$ cat config.mk
export PLATFORM = sky130hd
export DESIGN_NAME = sipo_collector
export DESIGN_NICKNAME = d
export VERILOG_FILES = /design/src/rtl/sipo_collector.sv
export SDC_FILE = /design/constraint.sdc
export NUM_CORES = 1
export LEC_CHECK = 0
export CAP_MARGIN = 20
export CELL_PAD_IN_SITES_DETAIL_PLACEMENT = 0
export CELL_PAD_IN_SITES_GLOBAL_PLACEMENT = 2
export CORE_MARGIN = 2
export CORE_UTILIZATION = 25
export DETAILED_ROUTE_END_ITERATION = 8
export MAX_ROUTING_LAYER = met4
export PLACE_DENSITY = 0.65
export SETUP_SLACK_MARGIN = 0.2
export SLEW_MARGIN = 30
export SYNTH_ARGS = -nofsm -noshare
export SYNTH_HDL_FRONTEND = slang
export SYNTH_SLANG_ARGS = --single-unit
export TNS_END_PERCENT = 50
$ cat constraint.sdc
create_clock -name clk -period 1.8 [get_ports clk]
set_input_delay 0.27 -clock clk [delete_from_list [all_inputs] [get_ports clk]]
set_output_delay 0.27 -clock clk [all_outputs]
set_load 0.02 [all_outputs]
$ cat src/rtl/sipo_collector.sv
// sipo_collector: serial-in, parallel-out word collector.
// Rebuilds WIDTH-bit words from a start-framed serial stream and offers them
// downstream on a valid/ready handshake. Dropped words raise `overrun` and
// mid-frame starts raise `abort_err`. Both flags are sticky until `clr`.
// Build option: define SIPO_MSB_FIRST_EN to receive the stream MSB-first;
// the default build receives LSB-first.

module sipo_collector #(
    parameter int WIDTH = 8
) (
    input  logic             clk,
    input  logic             reset,
    input  logic             start,
    input  logic             in,
    input  logic             ready,
    input  logic             clr,
    output logic [WIDTH-1:0] out,
    output logic             valid,
    output logic             busy,
    output logic             overrun,
    output logic             abort_err
);

    localparam int CW = $clog2(WIDTH);
    localparam logic [CW-1:0] LAST = CW'(WIDTH - 1);
    localparam logic [CW-1:0] ONE  = CW'(1);

    typedef enum logic {
        IDLE,
        SHIFT
    } state_t;

    state_t           state;
    logic [CW-1:0]    cnt;
    logic [WIDTH-1:0] sreg;

    logic [CW-1:0]    pos;
    logic [CW-1:0]    bit_idx;
    logic [WIDTH-1:0] word_next;
    logic             complete;
    logic             accept;
    logic             load;
    logic             drop_evt;
    logic             abort_evt;

    // Next assembled word, completion and error events for the coming edge
    always_comb begin
        // A start always places the current bit at stream position 0 and
        // throws away whatever partial word was being built.
        pos = (state == SHIFT && !start) ? cnt : '0;
`ifdef SIPO_MSB_FIRST_EN
        bit_idx = LAST - pos;
`else
        bit_idx = pos;
`endif
        word_next          = start ? '0 : sreg;
        word_next[bit_idx] = in;

        complete  = (state == SHIFT) && !start && (cnt == LAST);
        accept    = valid && ready;
        load      = complete && (!valid || ready);
        drop_evt  = complete && valid && !ready;
        abort_evt = (state == SHIFT) && start;
    end

    // Frame FSM, output holding register, handshake and sticky error flags
    always_ff @(posedge clk or posedge reset) begin
        if (reset) begin
            state     <= IDLE;
            cnt       <= '0;
            sreg      <= '0;
            out       <= '0;
            valid     <= 1'b0;
            busy      <= 1'b0;
            overrun   <= 1'b0;
            abort_err <= 1'b0;
        end else begin
            case (state)
                IDLE: begin
                    if (start) begin
                        state <= SHIFT;
                        busy  <= 1'b1;
                        cnt   <= ONE;
                        sreg  <= word_next;
                    end
                end
                SHIFT: begin
                    if (start) begin
                        cnt  <= ONE;
                        sreg <= word_next;
                    end else if (cnt == LAST) begin
                        state <= IDLE;
                        busy  <= 1'b0;
                        cnt   <= '0;
                        sreg  <= '0;
                    end else begin
                        cnt  <= cnt + ONE;
                        sreg <= word_next;
                    end
                end
                default: begin
                    state <= IDLE;
                    busy  <= 1'b0;
                    cnt   <= '0;
                    sreg  <= '0;
                end
            endcase

            // A completed word may replace one being accepted in the same cycle.
            if (load) begin
                out   <= word_next;
                valid <= 1'b1;
            end else if (accept) begin
                valid <= 1'b0;
            end

            // A new event outranks a simultaneous clear.
            overrun   <= drop_evt  | (overrun   & ~clr);
            abort_err <= abort_evt | (abort_err & ~clr);
        end
    end

endmodule

==> results.md <==
- Status: finished, final reports clean
- Final period utilization: 0.8646
- Crit path capture type: flip-flop
- Finished Layout Cells: 217
- Synth async-reset ratio: 1.000
- Synth Instances: 124
- Slew margin rel.: 0.7868
- Die ar.: 6205 sq um
- CP max stage cell: dfrtp_1
- Longest Clk Path Bufs: 2
- DRC Markers: 0
- Die Span Y: 78.77 um
- Antenna fix cells: 0
- Final Util: 0.3271
- Tot Pwr: 1.663 mW
- Commonest cells after routing, fill and taps aside: 23 x dfrtp_1, 17 x clkdlybuf4s50_1, 10 x nand2b_1
- Design area: 1779 sq um
- GPL Wtd Cong: 0.7887
- CP Launch Type: flip-flop
- Bufs and invs on worst path: 2
- Root Driver: clkbuf_8
- Max Cap Viol: 0
- DPL Wire Length: 2.306 mm
- Most Used Layer, Global Route: met2
- RSZ-0062 raised after global routing: true
- Area growth syn-to-layout: 27.31%
- Row count: 27
- H-tree depth: 1
- Post-synth EDFFs: 0
- Least-Margin Pin Slew: 0.3199 ns
- I/O Pins: 18
- Worst path cell trace: buf_4, buf_4, nor3b_1, mux2_2, o22ai_1
- Post-synth top flop: dfrtp_1
- Cell area after synthesis: 1398 sq um
- Gr usage total: 0.1231
- Detailed-route vias per instance: 4.747
- Dpl cell area: 1678 sq um
- M2 GR Usage: 0.1966
- Overflow after GRT: 0
- Number of global-route vias before repair: 1121
- Met3 Usage GRT: 0.01932
- 1st-pass router iterations: 4
- Final setup viols: 0
- Commonest non-fill, non-tap cell in the layout: dfrtp_1
- Avg WL per Cell: 15.27 um
- Final hold vios: 0
- CP Data Arrival Time: 1.75 ns
- Critical path class: flip-flop to flip-flop
- Share of layout cells above drive strength 1: 0.2207
- Crit-path max FO: 11
- Drt total wl: 3.314 mm
- Achievable Freq: 642.5 MHz
- Num CTS Buffers: 3
- Via count: 1030
- Max IR drop VDD: 0.0003735 V
- Hold Crit Class: input port to async pin
- Yosys cell types: 40
- IO buf count: 17
- Final hold slack: 0.3424 ns
- Leakage Power: 0.7796 nW
- CTS Hold Bufs: 0
- Slack of the critical path: 0.2437 ns
- Largest net degree at the start of global routing: 25
- Fin. max-slew vios: 0
- Setup tns final: 0 ns
- Syn_nets: 132
- Initial antenna violation count: 0
- Req. time, crit path: 1.99 ns
- Clk Latency, worst-skew pair: 0.27 ns
- Largest delay share family, worst path: flip-flops
- Nets: 154
- CTS tree: built
- Initial drt markers: 61
- Setup Skew: 0.005271 ns
- Met1 GRT Util: 0.1514
- Period minus WS final: 1.556 ns
- Synth warn: 0
- Dpl ws: 0.05234 ns
- Reg clk slew, reported paths: 0.09 ns
- Post-synthesis sequential area ratio: 0.4297
- Clock sink count: 24
- Global-route wire length before repair: 5.816 mm
- Core footprint: 5439 sq um
- Average size of a mapped cell: 11.27 sq um
- Routed Antenna Nets: 0
- Synthesis-stage register bit count: 24
- Pwr/cell area: 934.8 nW/um^2
- Die Width: 78.77 um
- Initial Util: 0.2570
- Most frequent CP cell: buf_4
- Placed cells: 213
- Slowest stage delay, CP: 0.42 ns
[flip-flops by register name (all words and copies together) (netlist names)]
signal	cells
abort_err	1
busy	1
cnt	3
out	8
overrun	1
sreg	8
state	1
valid	1
[routing by layer]
metal  up-vias  routed length [um]
met5         -                   0
met4         0                 108
met3         6                  65
met2        12                1577
met1       511                1562
li1        501                   -
[cell families (layout without fill, tap and decap cells)]
| logic type | Yosys count | count (layout) | share of synthesized area |
|---|---|---|---|
| AND/OR/NAND/NOR | 42 | 42 | 0.2292 |
| AO/OA/AOI/OAI | 28 | 28 | 0.1397 |
| flip-flops | 24 | 24 | 0.4297 |
| buffers and inverters | 16 | 37 | 0.06714 |
| multiplexers | 12 | 12 | 0.1164 |
| adder cells (fa/ha/maj) | 2 | 2 | 0.01790 |
[layout make-up]
| cell class | instances | area, sq um |
|---|---|---|
| Inverter | 5 | 18.77 |
| Clock inverter | 1 | 30.03 |
| Sequential cell | 24 | 601.8 |
| Fill cell | 536 | 3660 |
| Clock buffer | 3 | 41.29 |
| Multi-Input combinational cell | 84 | 724.4 |
| Tap cell | 72 | 90.09 |
| Timing Repair Buffer | 28 | 272.8 |
[synth_stat cells (all sizes together) (2+ instances only)]
| cell type | number | share of area |
|---|---|---|
| a21oi | 3 | 0.011 |
| and3b | 3 | 0.019 |
| and4b | 3 | 0.021 |
| and4bb | 3 | 0.027 |
| buf | 9 | 0.047 |
| clkbuf | 2 | 0.0063 |
| dfrtp | 24 | 0.43 |
| ha | 2 | 0.018 |
| inv | 5 | 0.013 |
| mux2 | 10 | 0.10 |
| mux2i | 2 | 0.014 |
| nand2 | 6 | 0.016 |
| nand2b | 10 | 0.045 |
| nand3b | 2 | 0.011 |
| nor2 | 2 | 0.0054 |
| nor2b | 2 | 0.011 |
| nor3b | 3 | 0.020 |
| o21a | 3 | 0.016 |
| o21ai | 4 | 0.014 |
| o22a | 2 | 0.013 |
| o22ai | 8 | 0.036 |
| o32ai | 5 | 0.031 |
| or2 | 2 | 0.0090 |
[worst register-to-register path: stages (launching register included)]
cell     delay [ns]
dfrtp_1        0.42
buf_4          0.19
buf_4          0.18
nor3b_1        0.22
mux2_2         0.36
o22ai_1        0.12
[path summary, 6_finish.rpt]
kind,start,slack [ns],end,depth (start not counted)
worst max-delay path,cnt[2]$_DFFE_PP0P_,0.24,sreg[2]$_DFFE_PP0P_,5
min in group clk,out[7]$_DFFE_PP0P_,0.53,out[7]$_DFFE_PP0P_,1
worst min-delay path,reset,0.34,sreg[4]$_DFFE_PP0P_,3
worst min register to register,out[7]$_DFFE_PP0P_,0.53,out[7]$_DFFE_PP0P_,1
max in group asynchronous,reset,1.20,state$_DFF_PP0_,3
worst max register to register,cnt[2]$_DFFE_PP0P_,0.24,sreg[2]$_DFFE_PP0P_,5
[report_power, final]
part	total [mW]	switching, mW	leakage, nW	internal [mW]
clock	0.479	0.181	0.0357	0.297
combinational	0.541	0.272	0.427	0.269
sequential	0.644	0.0416	0.317	0.602
[timing repair]
action                                  4_1_cts  5_1_grt
setup buffers                                 0        0
resized for setup                             1        6
endpoints found under the setup margin        2       10
pin swaps                                     0        1
endpoints found under the hold margin         0        0
Power figures use the tool's default switching activity.
